### config.mk
export PLATFORM = sky130hd
export DESIGN_NAME = fifo_read_ctrl_fwft
export DESIGN_NICKNAME = d
export VERILOG_FILES = /design/src/rtl/fifo_read_ctrl_fwft.sv
export SDC_FILE = /design/constraint.sdc
export NUM_CORES = 1
export LEC_CHECK = 0
export BUFFER_PORTS_ARGS = -buffer_cell sky130_fd_sc_hd__buf_2
export CAP_MARGIN = 30
export CORE_UTILIZATION = 44
export DETAILED_ROUTE_END_ITERATION = 16
export PLACE_DENSITY_LB_ADDON = 0.12
export SLEW_MARGIN = 10
export SYNTH_ARGS = -nofsm -noshare
export SYNTH_HDL_FRONTEND = slang
export SYNTH_SLANG_ARGS = --single-unit
### constraint.sdc
create_clock -name clk -period 3.4 [get_ports clk]
set_input_delay 0.34 -clock clk [delete_from_list [all_inputs] [get_ports clk]]
set_output_delay 0.34 -clock clk [all_outputs]
set_load 0.1 [all_outputs]
### src/rtl/fifo_read_ctrl_fwft.sv
// Read-side FIFO controller: write-pointer sync, occupancy flags and
// standard or first-word-fall-through reads of a 1-cycle-latency memory.
module fifo_read_ctrl_fwft #(
    parameter int ADDR_WIDTH  = 4,
    parameter int DATA_WIDTH  = 8,
    parameter int SYNC_STAGES = 2,
    parameter int AE_THRESH   = 2,
    parameter int FWFT        = 0
) (
    input  logic                  clk,
    input  logic                  rst,
    input  logic                  rd_en,
    input  logic                  clr_underflow,
    input  logic [ADDR_WIDTH:0]   wr_gray_ptr_async,
    input  logic [DATA_WIDTH-1:0] mem_rdata,
    output logic                  mem_rd_en,
    output logic [ADDR_WIDTH-1:0] rd_addr,
    output logic [ADDR_WIDTH:0]   rd_gray_ptr,
    output logic [DATA_WIDTH-1:0] rd_data,
    output logic                  rd_valid,
    output logic                  empty,
    output logic                  almost_empty,
    output logic [ADDR_WIDTH:0]   rd_count,
    output logic                  underflow
);
    localparam int PW = ADDR_WIDTH + 1;
    localparam logic [PW-1:0] AE_LVL = PW'(AE_THRESH);

    logic [PW-1:0]         sync_q [SYNC_STAGES];
    logic [PW-1:0]         wgray_sync;
    logic [PW-1:0]         wbin_sync;
    logic [PW-1:0]         mem_cnt;
    logic [PW-1:0]         rd_bin_q;
    logic [PW-1:0]         rd_bin_d;
    logic [PW-1:0]         rd_gray_q;
    logic [DATA_WIDTH-1:0] out_reg_q;
    logic                  out_vld_q;
    logic                  fetch_q;
    logic                  underflow_q;
    logic                  mem_ne;
    logic                  fetch;
    logic                  pop;

    assign wgray_sync = sync_q[SYNC_STAGES-1];

    always_comb begin
        wbin_sync = '0;
        for (int i = 0; i < PW; i++) begin
            wbin_sync[i] = ^(wgray_sync >> i);
        end
    end

    assign mem_cnt  = wbin_sync - rd_bin_q;
    assign mem_ne   = (mem_cnt != '0);
    assign rd_bin_d = rd_bin_q + PW'(1);

    // fetch_q is the read-valid pipe in standard mode and the
    // in-flight flag in FWFT mode; both mean "memory data is live now".
    always_comb begin
        rd_valid = fetch_q;
        pop      = 1'b0;
        fetch    = !rst && rd_en && mem_ne;
        empty    = !mem_ne;
        rd_count = mem_cnt;
        if (FWFT != 0) begin
            rd_valid = out_vld_q | fetch_q;
            pop      = rd_en && rd_valid;
            fetch    = !rst && mem_ne && ((out_vld_q | fetch_q) == pop);
            empty    = !rd_valid;
            rd_count = mem_cnt + PW'(rd_valid);
        end
    end

    assign rd_data      = !rd_valid ? '0 :
                          (out_vld_q ? out_reg_q : mem_rdata);
    assign mem_rd_en    = fetch;
    assign rd_addr      = rd_bin_q[ADDR_WIDTH-1:0];
    assign rd_gray_ptr  = rd_gray_q;
    assign almost_empty = (rd_count <= AE_LVL);
    assign underflow    = underflow_q;

    always_ff @(posedge clk) begin
        if (rst) begin
            for (int i = 0; i < SYNC_STAGES; i++) begin
                sync_q[i] <= '0;
            end
            rd_bin_q    <= '0;
            rd_gray_q   <= '0;
            fetch_q     <= 1'b0;
            out_reg_q   <= '0;
            out_vld_q   <= 1'b0;
            underflow_q <= 1'b0;
        end else begin
            sync_q[0] <= wr_gray_ptr_async;
            for (int i = 1; i < SYNC_STAGES; i++) begin
                sync_q[i] <= sync_q[i-1];
            end
            fetch_q <= fetch;
            if (fetch) begin
                rd_bin_q  <= rd_bin_d;
                rd_gray_q <= rd_bin_d ^ (rd_bin_d >> 1);
            end
            // Park an unconsumed in-flight word so memory can be refetched.
            if (FWFT != 0 && fetch_q && !pop) begin
                out_reg_q <= mem_rdata;
                out_vld_q <= 1'b1;
            end else if (pop && out_vld_q) begin
                out_vld_q <= 1'b0;
            end
            if (rd_en && empty) begin
                underflow_q <= 1'b1;
            end else if (clr_underflow) begin
                underflow_q <= 1'b0;
            end
        end
    end
endmodule

==> results.sh, run 1 <==
export IMPL_status="complete, but fails checks"
export IMPL_failed_checks="negative setup slack"
export IMPL_tns_ns=-0.4482
export IMPL_fin_skew_ns=0.01381
export IMPL_critPathMaxFanout=5
export IMPL_postSynthCellCount=134
export IMPL_ant_nets=0
export IMPL_grt_antenna_before_repair=0
export IMPL_vias_per_cell=5.168
export IMPL_dr_first_iter_drc_count=19
export IMPL_antenna_cells=0
export IMPL_final_cell_area_mm2=0.001780
export IMPL_drive_gt1_share_pct=43.68
export IMPL_postSynth_asyncResetShare_pct=0
export IMPL_hold_violations=0
export IMPL_clk_pin_slew_worst_paths_ns=0.12
export IMPL_yosysMostFrequentCell="dfxtp_1"
export IMPL_setup_viol=3
export IMPL_grt_busiest_layer="met2"
export IMPL_row_count=18
export IMPL_die_x_um=54.49
export IMPL_clock_latency_ns=0.30
export IMPL_critical_path_class="flip-flop to primary output"
export IMPL_crit_arrival_ns=3.23
export IMPL_ys_warnings_count=0
export IMPL_cp_cell_sequence="xor2_4 > xor2_2 > buf_4 > buf_4 > buf_4 > buf_4 > ha_1 > a21o_1 > a2111oi_4 > o22ai_4 > buf_6 > a21oi_4 > buf_12"
export IMPL_dr_total_vias=1137
export IMPL_fmax_ghz=0.2804
export IMPL_start_kind="flip-flop"
export IMPL_slew_headroom_pct=67.18
export IMPL_grt_use_met1_pct=26.61
export IMPL_synth_main_ff_cell="dfxtp_1"
export IMPL_ir_drop_uv=631.6
export IMPL_yosys_top_cells_count="dfxtp_1, nor2_1, nor2b_1, nand2_1"
export IMPL_p_seq_share_pct=23.9
export IMPL_tightest_slew_ns=0.4957
export IMPL_min_delay_path_class="input pin to flip-flop"
export IMPL_crit_path_max_incr_delay_ns=0.41
export IMPL_grt_pass1_vias=982
export IMPL_switching_power_mw=0.6457
export IMPL_cp_num_buf_inv=6
export IMPL_synth_cell_type_count=40
export IMPL_grtUsageTotal_pct=20.59
export IMPL_power_frac_comb_pct=66.1
export IMPL_cts_buffer_depth=2
export IMPL_synth_seq_cells=21
export IMPL_cp_end_kind="primary output"
export IMPL_use_met2_pct=35.16
export IMPL_rsz0062_at_grt="yes"
export IMPL_htreeDepth=1
export IMPL_cts_tree="built"
export IMPL_required_ns=3.06
export IMPL_place_area_mm2=0.001643
export IMPL_pin_count=44
export IMPL_met3_usage_pct=2.778
export IMPL_fin_crit_sh_pct=104.9
export IMPL_gp_congestion=0.8149
export IMPL_dp_hpwl_um=2180
export IMPL_power_density_mw_per_mm2=659.4
export IMPL_nNetsFinal=214
export IMPL_synth_fp_nets=157
export IMPL_synth_top_area_cell="dfxtp_1"
export IMPL_grt_max_degree=24
export IMPL_cp_top_family="compound AO/OA/AOI/OAI gates"
export IMPL_p_clk_share_pct=10.0
export IMPL_synth_avg_cell_area_um2=9.048
export IMPL_io_buffer_count=43
export IMPL_drv_cap=0
export IMPL_routed_wl_um=2814
export IMPL_critPathSlowestCell="a2111oi_4"
export IMPL_netlist_area_mm2=0.001212
export IMPL_route_detailed_drc=0
export IMPL_area_delta_synth_final_pct=46.85
export IMPL_post_route_min_period_ns=3.566
export IMPL_swShare_pct=55.01
export IMPL_die_area_mm2=0.002969
export IMPL_crit_top_cell="buf_4"
export IMPL_cts_buffers=3
export IMPL_fin_ws_ns=-0.1665
export IMPL_grt_overflow=0
export IMPL_core_mm2=0.002545
export IMPL_synth_edf_count=0
export IMPL_cts_root_buf="clkbuf_4"
export IMPL_intPower_mw=0.5282
export IMPL_yosysSeqAreaShare_pct=34.67
export IMPL_clock_sinks=21
export IMPL_pre_cts_ws_ns=-0.003851
export IMPL_dieHeight_um=54.49
export IMPL_p_leak_nw=0.8044
export IMPL_yosysTopAreaCellShare_pct=34.67
export IMPL_wire_per_inst_um=12.79
export IMPL_grt_pass1_wl_um=4305
export IMPL_synth_area_top_cells="dfxtp_1, nor2b_1, ha_1, xnor2_1, and2_1"
export IMPL_slew_violations=0
export IMPL_start_util_pct=47.64
export IMPL_drt_first_pass_iters=4
==> worst register-to-register path: cells and delay by family, from the launching register on <==
family	cells	cell delay, ns
AO/OA/AOI/OAI	3	0.52
buffers and inverters	4	0.45
flip-flops	1	0.39
adder cells (fa/ha/maj)	2	0.56
XOR/XNOR	5	0.94
multiplexers	1	0.33
==> metal layers <==
layer	wire length (um)	up-vias
met3	159	2
met4	5	0
met2	1421	42
met1	1227	529
li1	-	564
met5	0	-
==> worst paths after layout <==
path              cells past startpoint  slack, ns            to                  from
setup / recovery                     13      -0.17  almost_empty          sync_q[0][8]
hold / removal                        2       0.25  sync_q[0][1]  wr_gray_ptr_async[1]
setup reg to reg                     15       0.11   rd_bin_q[4]          sync_q[0][8]
hold reg to reg                       1       0.45  sync_q[0][5]          sync_q[0][0]
==> state kept, by name (all words and copies together), names as in the netlist <==
name / cells
sync_q: 10
rd_valid: 1
underflow: 1
rd_bin_q: 5
rd_gray_ptr: 4
==> cell families (layout without fill, tap and decap cells) <==
| group | count (synthesis) | after routing | synth area share (%) |
|---|---|---|---|
| multiplexers | 6 | 6 | 5.572 |
| XOR/XNOR | 12 | 12 | 8.669 |
| buffers and inverters | 14 | 70 | 4.437 |
| AO/OA/AOI/OAI | 25 | 25 | 18.37 |
| AND/OR/NAND/NOR | 50 | 50 | 21.46 |
| adder cells (fa/ha/maj) | 6 | 6 | 6.811 |
| flip-flops | 21 | 21 | 34.67 |
==> metrics by stage <==
step	hold slack [ns]	instances	power, mW	util, %
2_1_floorplan	0.4137	134	0.8830	-
3_3_place_gp	0.4198	209	1.022	64.55
3_5_place_dp	0.4288	209	1.033	64.55
4_1_cts	0.2347	217	1.167	67.50
5_1_grt	0.2361	220	1.225	69.96
6_report	0.2456	220	1.174	69.96
==> area by class of cell <==
type | instances | area [um2]
multi-input cells | 99 | 865.8
well taps | 30 | 37.54
flip-flops and latches | 21 | 425.4
inverters | 9 | 33.78
clock buffers | 3 | 22.52
fillers | 214 | 764.5
repair buffers | 57 | 390.4
clock inverters | 1 | 5.005
==> timing repair <==
action,4_1_cts,5_1_grt
setup endpoints to repair,3,7
hold buffers,0,0
pin swaps,8,5
resized for setup,7,7
hold endpoints to repair,0,0
setup buffers,4,3
==> cells in the final DEF (no fill, tap or decap), drive strengths merged, types with 2 or more instances in the layout <==
master,count
a2111oi,2
a211oi,3
a21o,2
a21oi,7
and2,8
buf,56
clkbuf,4
clkinv,2
dfxtp,21
ha,5
inv,8
mux2,3
mux2i,3
nand2,9
nand4,2
nor2,12
nor2b,12
nor4,2
o21ai,2
xnor2,7
xor2,5
==> power groups by stage <==
stage                     clock, mW  sequential [mW]  combinational, mW
after floorplan                   0            0.377              0.506
after detailed placement          0            0.286              0.747
after global routing          0.134            0.284              0.807
after CTS                     0.125            0.280              0.762
final                         0.118            0.280              0.776
after global placement            0            0.284              0.738
Power figures use the tool's default switching activity.
==> run 2, diff against run 1 <==
Settings changed: PLACE_DENSITY set to 0.84, PLACE_DENSITY_LB_ADDON 0.12 to not set.
==> run 2 against run 1 <==
The run still ends with negative setup slack left. Non-clock buffer count did not move. Global-route usage rose by 1.6 points. Cell count did not move. Worst hold slack got worse by 0.012 ns. Via count rose by 1.4%. Cell area fell by 0.28%. Total power rose by 0.77%. Maximum frequency fell by 4.5%. Sequential share of layout area rose by 0.21 points. Clock power barely moved. Largest cell class unchanged. Highest routed layer unchanged.
==> results.sh, run 2 (synthesis results as in run 1) <==
export IMPL_min_delay_path_class="input pin to flip-flop"
export IMPL_tightest_slew_ns=0.6049
export IMPL_cts_buffer_depth=2
export IMPL_critPathMaxFanout=3
export IMPL_die_area_mm2=0.002969
export IMPL_io_buffer_count=43
export IMPL_multi_input_area_um2=865.8
export IMPL_dr_total_vias=1153
export IMPL_power_density_mw_per_mm2=666.3
export IMPL_grt_max_degree=24
export IMPL_crit_arrival_ns=3.40
export IMPL_utilization_pct=69.76
export IMPL_design_power_total_mw=1.183
export IMPL_post_route_min_period_ns=3.735
export IMPL_dieHeight_um=54.49
export IMPL_area_delta_synth_final_pct=46.44
export IMPL_grt_pass1_wl_um=4602
export IMPL_min_from="wr_gray_ptr_async[4]"
export IMPL_clock_latency_ns=0.31
export IMPL_vias_per_cell=5.241
export IMPL_drt_first_pass_iters=4
export IMPL_min_path_cells=2
export IMPL_r2r_cells=15
export IMPL_fill_cells=196
export IMPL_core_mm2=0.002545
export IMPL_cp_end_kind="primary output"
export IMPL_hold_ws_ns=0.2340
export IMPL_antenna_cells=0
export IMPL_clock_sinks=21
export IMPL_ir_drop_uv=509.4
export IMPL_final_seq_area_um2=427.9
export IMPL_grt_antenna_before_repair=0
export IMPL_setup_viol=3
export IMPL_fin_skew_ns=0.004876
export IMPL_required_ns=3.06
export IMPL_dp_hpwl_um=2092
export IMPL_cts_buffers=3
export IMPL_wire_per_inst_um=13.55
export IMPL_reg2reg_slack_ns=0.09
export IMPL_die_x_um=54.49
export IMPL_row_count=18
export IMPL_status="complete, but fails checks"
export IMPL_drv_cap=0
export IMPL_pin_count=44
export IMPL_largest_reg_flops=10
export IMPL_fmax_ghz=0.2677
export IMPL_final_common_cell="buf_2"
export IMPL_slew_headroom_pct=59.37
export IMPL_final_cell_mix="buf_2, dfxtp_1, nor2b_1, buf_4"
export IMPL_cts_tree="built"
export IMPL_regMostFlops="sync_q"
export IMPL_grt_pass1_vias=1085
export IMPL_ctsHoldBuffers=0
export IMPL_dr_first_iter_drc_count=15
export IMPL_start_util_pct=47.64
export IMPL_failed_checks="negative setup slack"
export IMPL_p_leak_nw=0.8017
export IMPL_fin_ws_ns=-0.3355
export IMPL_grtUsageTotal_pct=22.16
export IMPL_grt_overflow=0
export IMPL_drive_gt1_share_pct=43.68
export IMPL_routed_wl_um=2982
export IMPL_r2r_start="sync_q[0][8]"
export IMPL_nNetsFinal=214
export IMPL_gp_congestion=0.8070
export IMPL_hold_violations=0
export IMPL_start_kind="flip-flop"
export IMPL_critical_path_class="flip-flop to primary output"
export IMPL_ant_nets=0
export IMPL_min_to="sync_q[0][4]"
export IMPL_cts_root_buf="clkbuf_4"
export IMPL_rsz0062_at_grt="yes"
export IMPL_route_detailed_drc=0
export IMPL_fin_crit_sh_pct=109.9
export IMPL_r2r_end="rd_bin_q[3]"
export IMPL_slew_violations=0
export IMPL_htreeDepth=1
export IMPL_clk_pin_slew_worst_paths_ns=0.11
==> run 2: worst max path at each step <==
stage	start	to	slack [ns]	cells past startpoint
after detailed placement	sync_q[0][9]	mem_rd_en	-0.13	14
after global placement	sync_q[0][9]	mem_rd_en	0.06	13
final	sync_q[0][8]	empty	-0.34	15
after CTS	sync_q[0][9]	almost_empty	-0.33	14
after floorplan	sync_q[0][9]	mem_rd_en	-0.46	12
after global routing	sync_q[0][8]	almost_empty	-0.44	15
==> run 2: worst max-delay path, stage by stage (launching register included) <==
cell      delay [ns]
dfxtp_4         0.38
xor2_4          0.21
xor2_2          0.24
xor2_2          0.21
xnor2_1         0.15
ha_2            0.22
inv_2           0.04
fa_2            0.35
buf_6           0.14
xor2_4          0.16
buf_6           0.13
a211oi_4        0.26
o22ai_4         0.12
buf_6           0.16
nor2_4          0.13
buf_12          0.18
==> run 2: area by class of cell <==
class | instances | share of cell area [%]
Timing Repair Buffer | 57 | 21.56
Clock buffer | 3 | 1.269
Multi-Input combinational cell | 99 | 48.77
Inverter | 9 | 1.903
Sequential cell | 21 | 24.10
Clock inverter | 1 | 0.2819
Tap cell | 30 | 2.114
==> run 2: report_power, final <==
group / internal, mW / switching (mW) / total [mW]
registers: 0.264 / 0.0155 / 0.279
clock network: 0.0440 / 0.0756 / 0.120
logic: 0.225 / 0.559 / 0.784
==> run 2: routing by layer <==
layer | vias up | share of wire, % | track usage, %
met5 | - | 0 | 0
met1 | 540 | 41 | 24.07
met3 | 2 | 4.8 | 3.611
met2 | 44 | 54 | 43.29
met4 | 0 | 0.80 | 5.983
li1 | 567 | - | -
==> run 2: per-stage QoR <==
step | setup slack (ns) | TNS [ns] | area (um2) | instances
after floorplan | -0.4607 | -1.140 | 1313 | 134
after global placement | 0.05878 | 0 | 1613 | 207
after detailed placement | -0.1331 | -0.3721 | 1613 | 207
after CTS | -0.3252 | -0.8941 | 1730 | 217
after global routing | -0.4366 | -1.274 | 1775 | 220
final | -0.3355 | -0.9429 | 1775 | 220
==> run 2: timing repair <==
action / CTS / global route
pin swaps: 8 / 6
setup buffers: 6 / 3
endpoints found under the setup margin: 5 / 13
resized for setup: 12 / 6
